**src/rtl/pwm_duty_seq_pkg.sv**
```systemverilog
// Shared types and default sizing for the PWM duty sequencer.
package pwm_duty_seq_pkg;

   localparam int DEF_DATA_WIDTH = 32;
   localparam int DEF_CHNL_NUM   = 4;
   localparam int DEF_DEPTH      = 8;
   localparam int RPT_WIDTH      = 8;

   typedef enum logic [1:0] {
      ST_IDLE = 2'd0,
      ST_ARM  = 2'd1,
      ST_RUN  = 2'd2
   } seqState_t;

endpackage

```
**src/rtl/pwm_duty_seq_buf.sv**
```systemverilog
// Circular buffer of duty entries with push, pop and a head-relative read port.
module pwm_duty_seq_buf
   import pwm_duty_seq_pkg::*;
#(
   parameter int ENTRY_WIDTH = DEF_DATA_WIDTH * DEF_CHNL_NUM,
   parameter int DEPTH       = DEF_DEPTH
)
(
   input  logic                       i_clk,
   input  logic                       i_rst,
   input  logic                       i_clr,
   input  logic                       i_push,
   input  logic [ENTRY_WIDTH-1:0]     i_pushData,
   input  logic                       i_pop,
   input  logic [$clog2(DEPTH)-1:0]   i_rdIdx,
   output logic [ENTRY_WIDTH-1:0]     o_rdData,
   output logic [$clog2(DEPTH):0]     o_cnt,
   output logic                       o_full
);

   localparam int AW = $clog2(DEPTH);
   localparam logic [AW:0]   FULL_CNT = (AW+1)'(DEPTH);
   localparam logic [AW:0]   CNT_ONE  = 1;
   localparam logic [AW-1:0] PTR_ONE  = 1;

   logic [ENTRY_WIDTH-1:0] r_mem [DEPTH];
   logic [AW-1:0]          r_wrPtr;
   logic [AW-1:0]          r_rdPtr;
   logic [AW:0]            r_cnt;
   logic [AW-1:0]          w_rdAddr;
   logic                   w_doPush;
   logic                   w_doPop;

   assign w_doPush = i_push && !i_clr && (r_cnt != FULL_CNT);
   assign w_doPop  = i_pop && !i_clr && (r_cnt != '0);
   assign w_rdAddr = r_rdPtr + i_rdIdx;
   assign o_rdData = r_mem[w_rdAddr];
   assign o_cnt    = r_cnt;
   assign o_full   = (r_cnt == FULL_CNT);

   // Entry storage needs no reset; the count alone decides what is valid.
   always_ff @(posedge i_clk) begin
      if (w_doPush) begin
         r_mem[r_wrPtr] <= i_pushData;
      end
   end

   // Pointers wrap naturally because the depth is a power of two; the count
   // tracks push/pop so a simultaneous push and pop leaves it unchanged.
   always_ff @(posedge i_clk or posedge i_rst) begin
      if (i_rst) begin
         r_wrPtr <= '0;
         r_rdPtr <= '0;
         r_cnt   <= '0;
      end else if (i_clr) begin
         r_wrPtr <= '0;
         r_rdPtr <= '0;
         r_cnt   <= '0;
      end else begin
         if (w_doPush) begin
            r_wrPtr <= r_wrPtr + PTR_ONE;
         end
         if (w_doPop) begin
            r_rdPtr <= r_rdPtr + PTR_ONE;
         end
         if (w_doPush && !w_doPop) begin
            r_cnt <= r_cnt + CNT_ONE;
         end else if (w_doPop && !w_doPush) begin
            r_cnt <= r_cnt - CNT_ONE;
         end
      end
   end

endmodule

```
**src/rtl/pwm_duty_seq.sv**
```systemverilog
// PWM duty sequencer: feeds buffered compare-value entries into cr_o at
// PWM period boundaries, either consuming them (stream) or replaying them (loop).
module pwm_duty_seq
   import pwm_duty_seq_pkg::*;
#(
   parameter int DATA_WIDTH = DEF_DATA_WIDTH,
   parameter int CHNL_NUM   = DEF_CHNL_NUM,
   parameter int DEPTH      = DEF_DEPTH
)
(
   input  logic                           clk_i,
   input  logic                           rst_i,
   input  logic                           en_i,
   input  logic                           loop_i,
   input  logic                           clr_i,
   input  logic [RPT_WIDTH-1:0]           rpt_i,
   input  logic                           period_i,
   input  logic                           wr_valid_i,
   output logic                           wr_ready_o,
   input  logic [CHNL_NUM*DATA_WIDTH-1:0] wr_data_i,
   output logic [CHNL_NUM*DATA_WIDTH-1:0] cr_o,
   output logic                           cr_upd_o,
   output logic                           busy_o,
   output logic [$clog2(DEPTH):0]         cnt_o,
   output logic                           udf_o
);

   localparam int EW = CHNL_NUM * DATA_WIDTH;
   localparam int AW = $clog2(DEPTH);

   seqState_t              r_state;
   seqState_t              w_nextState;
   logic [EW-1:0]          r_cr;
   logic                   r_crUpd;
   logic [RPT_WIDTH-1:0]   r_rptCnt;
   logic [AW-1:0]          r_loopIdx;
   logic                   r_udf;

   logic                   w_load;
   logic                   w_decRpt;
   logic                   w_setUdf;
   logic                   w_avail;
   logic                   w_push;
   logic                   w_pop;
   logic                   w_wrReady;
   logic                   w_bufFull;
   logic [AW:0]            w_bufCnt;
   logic [AW-1:0]          w_rdIdx;
   logic [EW-1:0]          w_rdData;
   logic [AW:0]            w_idxInc;
   logic [AW-1:0]          w_idxNext;

   assign busy_o     = (r_state != ST_IDLE);
   assign w_wrReady  = !w_bufFull && !(loop_i && busy_o);
   assign wr_ready_o = w_wrReady;
   assign w_push     = wr_valid_i && w_wrReady && !clr_i;
   assign w_pop      = w_load && !loop_i;
   assign w_avail    = (w_bufCnt != '0);
   assign w_rdIdx    = loop_i ? r_loopIdx : '0;
   assign w_idxInc   = {1'b0, r_loopIdx} + {{AW{1'b0}}, 1'b1};
   assign w_idxNext  = (w_idxInc >= w_bufCnt) ? '0 : w_idxInc[AW-1:0];
   assign cr_o       = r_cr;
   assign cr_upd_o   = r_crUpd;
   assign cnt_o      = w_bufCnt;
   assign udf_o      = r_udf;

   pwm_duty_seq_buf #(
      .ENTRY_WIDTH (EW),
      .DEPTH       (DEPTH)
   ) u_buf (
      .i_clk      (clk_i),
      .i_rst      (rst_i),
      .i_clr      (clr_i),
      .i_push     (w_push),
      .i_pushData (wr_data_i),
      .i_pop      (w_pop),
      .i_rdIdx    (w_rdIdx),
      .o_rdData   (w_rdData),
      .o_cnt      (w_bufCnt),
      .o_full     (w_bufFull)
   );

   // Sequencer state register.
   always_ff @(posedge clk_i or posedge rst_i) begin
      if (rst_i) begin
         r_state <= ST_IDLE;
      end else begin
         r_state <= w_nextState;
      end
   end

   // Next-state and per-period decisions; flush and disable override all
   // activity, and a buffer that is empty at the start of the cycle is never
   // loadable even if a write lands in that same cycle.
   always_comb begin
      w_nextState = r_state;
      w_load      = 1'b0;
      w_decRpt    = 1'b0;
      w_setUdf    = 1'b0;
      if (clr_i || !en_i) begin
         w_nextState = ST_IDLE;
      end else begin
         case (r_state)
            ST_IDLE: begin
               w_nextState = ST_ARM;
            end
            ST_ARM: begin
               if (period_i && w_avail) begin
                  w_load      = 1'b1;
                  w_nextState = ST_RUN;
               end
            end
            ST_RUN: begin
               if (period_i) begin
                  if (r_rptCnt != '0) begin
                     w_decRpt = 1'b1;
                  end else if (w_avail) begin
                     w_load = 1'b1;
                  end else begin
                     w_setUdf = 1'b1;
                  end
               end
            end
            default: begin
               w_nextState = ST_IDLE;
            end
         endcase
      end
   end

   // Compare register, update pulse, repeat counter, loop index and sticky
   // underflow; the compare value survives flush and disable, only reset clears it.
   always_ff @(posedge clk_i or posedge rst_i) begin
      if (rst_i) begin
         r_cr      <= '0;
         r_crUpd   <= 1'b0;
         r_rptCnt  <= '0;
         r_loopIdx <= '0;
         r_udf     <= 1'b0;
      end else begin
         r_crUpd <= w_load;
         if (w_load) begin
            r_cr <= w_rdData;
         end
         if (clr_i) begin
            r_rptCnt <= '0;
            r_udf    <= 1'b0;
         end else begin
            if (w_load) begin
               r_rptCnt <= rpt_i;
            end else if (w_decRpt) begin
               r_rptCnt <= r_rptCnt - {{(RPT_WIDTH-1){1'b0}}, 1'b1};
            end
            if (w_setUdf) begin
               r_udf <= 1'b1;
            end
         end
         if (w_nextState == ST_IDLE) begin
            r_loopIdx <= '0;
         end else if (w_load && loop_i) begin
            r_loopIdx <= w_idxNext;
         end
      end
   end

endmodule

```
**config.mk**
```make
export PLATFORM = sky130hd
export DESIGN_NAME = pwm_duty_seq
export DESIGN_NICKNAME = d
export VERILOG_FILES = /design/src/rtl/pwm_duty_seq_pkg.sv /design/src/rtl/pwm_duty_seq_buf.sv /design/src/rtl/pwm_duty_seq.sv
export SDC_FILE = /design/constraint.sdc
export NUM_CORES = 1
export LEC_CHECK = 0
export BUFFER_PORTS_ARGS = -buffer_cell sky130_fd_sc_hd__buf_2
export CAP_MARGIN = 20
export CORE_MARGIN = 2
export CORE_UTILIZATION = 65
export CTS_BUF_LIST = sky130_fd_sc_hd__clkbuf_16
export DETAILED_ROUTE_END_ITERATION = 16
export PLACE_DENSITY = 0.92
export SLEW_MARGIN = 20
export SYNTH_ARGS = -nofsm -noshare
export SYNTH_HDL_FRONTEND = slang
export SYNTH_SLANG_ARGS = --single-unit
```
**constraint.sdc**
```tcl
create_clock -name clk_i -period 34.3 [get_ports clk_i]
set_input_delay 6.86 -clock clk_i [delete_from_list [all_inputs] [get_ports clk_i]]
set_output_delay 6.86 -clock clk_i [all_outputs]
set_load 0.02 [all_outputs]
```
# Yosys cells after proc, flatten, opt, wreduce, memory -nomap -nowiden
# Memory sizes are Yosys's and may differ from the RTL's. A register that Yosys moved wholly into a read port is not among the register bits.
# Index checks and enable logic that the tools add are counted.
# op_classes
addsub,7
n_lt_le_gt_ge,1
muxes,36
n_reduce_logical,32
n_eq_ne,4
# op_table
cell,n
2-to-1 mux 3 bit,8
2-to-1 mux 8 bit,3
2-to-1 mux 1 bit,18
logical AND 1 bit,13
2-to-1 mux 4 bit,3
nonzero test 2 bit,5
nonzero test 8 bit,1
"subtractor 8 x 1 -> 8 bit, second input constant",1
zero test 1 bit,7
"adder 3 x 1 -> 3 bit, second input constant",2
case mux 2 bit (3 select lines),1
nonzero test 3 bit,2
"adder 3 x 1 -> 4 bit, second input constant",1
"adder 4 x 1 -> 4 bit, second input constant",1
"equality test 4 bit, second input constant",1
>= comparator 4 bit,1
zero test 2 bit,2
2-to-1 mux 2 bit,2
"!= test 4 bit, second input constant",1
nonzero test 4 bit,1
"subtractor 4 x 1 -> 4 bit, second input constant",1
adder 3 bit,1
"equality test 2 x 1 -> 1 bit, second input constant",1
"equality test 2 bit, second input constant",1
other kinds (2),2
# totals
ram_bits,1024
wordCells,89
inputBits,143
output_inout_bits,136
reg_bits,25
n_memories,1
# mem_list
name,words,word_bits,rd,rd_clocked_by_memory_dff,write_ports,line,rtl
u_buf.r_mem,8,128,1,1,1,pwm_duty_seq_buf.sv:26,logic [ENTRY_WIDTH-1:0] r_mem [DEPTH];

# Longest topological paths before layout
# logic_depth
ltp_word,13
depth_mapped,14
ltp_nobuf,12

# Cells and area by module
# Synthesis repeated with hierarchy kept, for this count alone.
# hier_totals
hier_cells,2801
hier_area_um2,45288.4
# modules_own_cells
mod,area_per_inst_um2,seq_area_each_um2,instances,cells_each
pwm_duty_seq_buf,39351.5,30999.7,1,2137
pwm_duty_seq,5936.9,3578.4,1,664

# Least setup slack after synthesis
# Ideal clock, no wire load.
# synth_path
kind,input -> register
start,in loop_i
end,"mem u_buf.r_mem[0][0] (netlist name), enable pin"
setup_time_ns,0.772
n_path_buf,2
path_slack_ns,16.913
stages,6
required_ns,33.528
t_arrival_ns,16.615
path_cell_list,buf_2 -> nor2b_1 -> a211o_1 -> clkbuf_1 -> or3_1 -> nor3_1
# synth_via
elab_chain_len,9
# synth_rtl
element,line,rtl
start: declaration,pwm_duty_seq.sv:14,"input logic loop_i,"
logical AND 1 bit,pwm_duty_seq.sv:54,assign w_wrReady = !w_bufFull && !(loop_i && busy_o);
zero test 1 bit,pwm_duty_seq.sv:54,
logical AND 1 bit,pwm_duty_seq.sv:54,
logical AND 1 bit (2 in a row),pwm_duty_seq.sv:56,assign w_push = wr_valid_i && w_wrReady && !clr_i;
logical AND 1 bit (2 in a row),pwm_duty_seq_buf.sv:34,assign w_doPush = i_push && !i_clr && (r_cnt != FULL_CNT);
2-to-1 mux 1 bit,pwm_duty_seq_buf.sv:43,if (w_doPush) begin
2-to-1 mux 1 bit (not written as such),pwm_duty_seq_buf.sv:44,r_mem[r_wrPtr] <= i_pushData;
end: declaration,pwm_duty_seq_buf.sv:26,
# No other way between the ends.

# Final worst setup path
# layout_path
start,in loop_i
end,out wr_ready_o
# layout_via
elab_chain_len,3
# layout_rtl
element,line,rtl
logical AND 1 bit,pwm_duty_seq.sv:54,
zero test 1 bit,pwm_duty_seq.sv:54,
logical AND 1 bit,pwm_duty_seq.sv:54,
end: declaration,pwm_duty_seq.sv:19,"output logic wr_ready_o,"
# No other way between the ends.

==> results.sh <==
export IMPL_status="completed"
export IMPL_most_common_layout_cells="edfxtp_1 (1024), buf_2 (278), mux4_2 (256), dfrtp_1 (153), nand2_1 (139)"
export IMPL_ir_drop_mv=0.06041
export IMPL_ys_seq_area_share_pct=77.80
export IMPL_post_route_min_period_ps=14400
export IMPL_finalCritPeriodShare_pct=42.00
export IMPL_ys_seq_elements=1177
export IMPL_cp_required_ps=27440
export IMPL_routed_via_count=22450
export IMPL_nets=2565
export IMPL_syn_avg_cell_area_um2=21.23
export IMPL_cp_start_kind="input port"
export IMPL_row_count=95
export IMPL_gr_total_overflow=0
export IMPL_portBuffers=278
export IMPL_antenna_found_initial=24
export IMPL_yosys_area_top_type_share_pct=69.18
export IMPL_dp_hpwl_um=51310
export IMPL_rrSetupSlack_ps=29310
export IMPL_critPathMaxFanout=10
export IMPL_dieWidth_um=265.5
export IMPL_synth_nets=2255
export IMPL_antenna_left=0
export IMPL_cts_root_buf="clkbuf_16"
export IMPL_cp_arrival_ps=7540
export IMPL_fp_dieArea_um2=70490
export IMPL_p_leak_uw=0.01811
export IMPL_cts_sinks=1177
export IMPL_grt_pass1_wl_um=149100
export IMPL_fin_worst_skew_ps=35.41
export IMPL_finalSetupViolCount=0
export IMPL_clk_path_buf_depth=3
export IMPL_layout_cells_non_filler=3394
export IMPL_hold_path_startpoint="cr_o[40]$_DFFE_PP0N_"
export IMPL_areaGrowthSynthToFinish_pct=13.44
export IMPL_slew_headroom_pct=29.77
export IMPL_hold_depth=2
export IMPL_r2r_end="cr_o[73]$_DFFE_PP0N_"
export IMPL_numCtsBuffers=108
export IMPL_routed_via_density=6.615
export IMPL_max_slew_worst_pin_slew_ps=1053
export IMPL_yosys_top_cells_area="edfxtp_1 (69%), mux4_2 (13%), dfrtp_1 (8.6%)"
export IMPL_synth_cells=2094
export IMPL_start_util_pct=65.95
export IMPL_cpPeakStageDelay_ps=200
export IMPL_dp_cells=3167
export IMPL_grt_pass1_vias=23780
export IMPL_cts_resized=0
export IMPL_worstHoldEndpoint="cr_o[40]$_DFFE_PP0N_"
export IMPL_layout_commonest_cell="edfxtp_1"
export IMPL_worstSkewPairLatency_ps=690
export IMPL_synth_largest_area_cell="edfxtp_1"
export IMPL_avgRoutedWirePerCell_um=29.91
export IMPL_wl_um=101500
export IMPL_h_tree_depth=3
export IMPL_max_freq_mhz=69.42
export IMPL_cpMostUsedCell="buf_2"
export IMPL_cts_hold_buf=0
export IMPL_rr_worst_depth=8
export IMPL_grt_use_total_pct=29.14
export IMPL_yosysWarnings=0
export IMPL_ios=279
export IMPL_path_cells="buf_2 > nor2b_1 > a21oi_1 > buf_2"
export IMPL_critPathKind="input port to output pin"
export IMPL_end_kind="output pin"
export IMPL_drv_slew=0
export IMPL_p_per_area_nw_per_um2=59.65
export IMPL_routabilityCongestion=0.8211
export IMPL_cts_tree="built"
export IMPL_cap_violations=0
export IMPL_grt_max_degree=129
export IMPL_tns_ps=0
export IMPL_grt_setup_unrepaired="false"
export IMPL_synth_cell_types=49
export IMPL_route_detailed_drc=0
export IMPL_path_clk_slew_ps=70
export IMPL_netlist_area_um2=44450
export IMPL_utilization_pct=74.81
export IMPL_chipHeight_um=265.5
export IMPL_post_cts_buffers=0
export IMPL_n_fill_cell=3444
export IMPL_hold_path_class="register to register"
export IMPL_drive_above_1_share_pct=29.84
export IMPL_reg2reg_from="r_loopIdx[0]$_DFFE_PP0P_"
export IMPL_core_area_um2=67400
export IMPL_firstDrtPassIters=6
export IMPL_crit_slowest_cell="buf_2"
export IMPL_hold_violations=0
export IMPL_initialDrtViolationCount=2451
## worst max path at each step
stage | start | endpoint | slack, ps | depth (start not counted)
3_3_place_gp | loop_i | wr_ready_o | 19930 | 4
4_1_cts | loop_i | wr_ready_o | 19920 | 4
6_report | loop_i | wr_ready_o | 19900 | 4
3_5_place_dp | loop_i | wr_ready_o | 19920 | 4
5_1_grt | loop_i | wr_ready_o | 19880 | 4
2_1_floorplan | loop_i | u_buf.r_mem[0][0]$_DFFE_PP_ | 16910 | 6
## cell families after synthesis
logic type,count (synthesis),share of synthesized area [%]
simple gates,209,2.055
buf+inv,123,1.272
mux,393,16.07
fa+ha+maj,18,0.5405
xor+xnor,12,0.2534
flops,1177,77.80
compound gates,162,2.016
## Yosys cell counts (all sizes together)
cell type	instances
mux2	4
and4	1
and2	4
xnor2	5
inv	17
edfxtp	1024
a211o	1
nand2	139
nand2b	3
a31oi	1
or3	2
a2111oi	1
a41o	1
dfrtp	153
o41a	1
nand4	3
mux4	256
nor4	1
a21oi	11
nor4b	2
o21ai	134
nor2b	3
a21boi	1
buf	58
a211oi	7
o41ai	1
nand4b	2
nor2	34
a21o	1
xor2	7
o32ai	1
nand3b	2
and3	2
mux2i	133
nor3b	1
nor3	7
ha	16
fa	2
a311oi	1
nand3	3
clkbuf	48
## routing by layer
metal	routed length (um)	part of all wire, %	vias up	GRT usage [%]
met4	3194	3.1	20	11.65
met1	37070	37	11930	37.17
met2	53850	53	1164	50.33
li1	-	-	9131	-
met3	7256	7.1	213	5.332
met5	132	0.13	-	0
## area by class of cell
class	instances	area, um^2	share of cell area [%]
Antenna cell	21	52.55	0.1042
Clock inverter	97	832.0	1.650
Tap cell	873	1092	2.166
Clock buffer	109	2728	5.410
Inverter	17	68.82	0.1365
Multi-Input combinational cell	794	9387	18.62
Timing Repair Buffer	306	1684	3.340
Sequential cell	1177	34580	68.58
## power by group
group          internal (uW)  switching, uW
clock                    678            518
sequential              1610           25.7
combinational           54.5            121
## through the flow
stage                     setup slack, ps  hold slack (ps)  cell area [um^2]  power [uW]
after CTS                           19920            481.4             50360        3019
after floorplan                     16910            524.7             44450        1758
final                               19900            472.6             50420        3008
after global placement              19930            457.1             46780        1821
after detailed placement            19920            465.9             46800        1836
after global routing                19880            501.5             50400        3087
## sequential cells by signal (all words and copies together) (netlist names)
signal	count
u_buf.r_mem	1024
cr_o	128
r_rptCnt	8
u_buf.o_cnt	4
r_loopIdx	3
u_buf.r_rdPtr	3
u_buf.r_wrPtr	3
r_state	2
cr_upd_o	1
udf_o	1
## critical path, delay by kind of cell
family	cells	cell delay, ps
AO/OA/AOI/OAI	1	160
buffers and inverters	2	360
AND/OR/NAND/NOR	1	160
(Power assumes the default switching activity.)
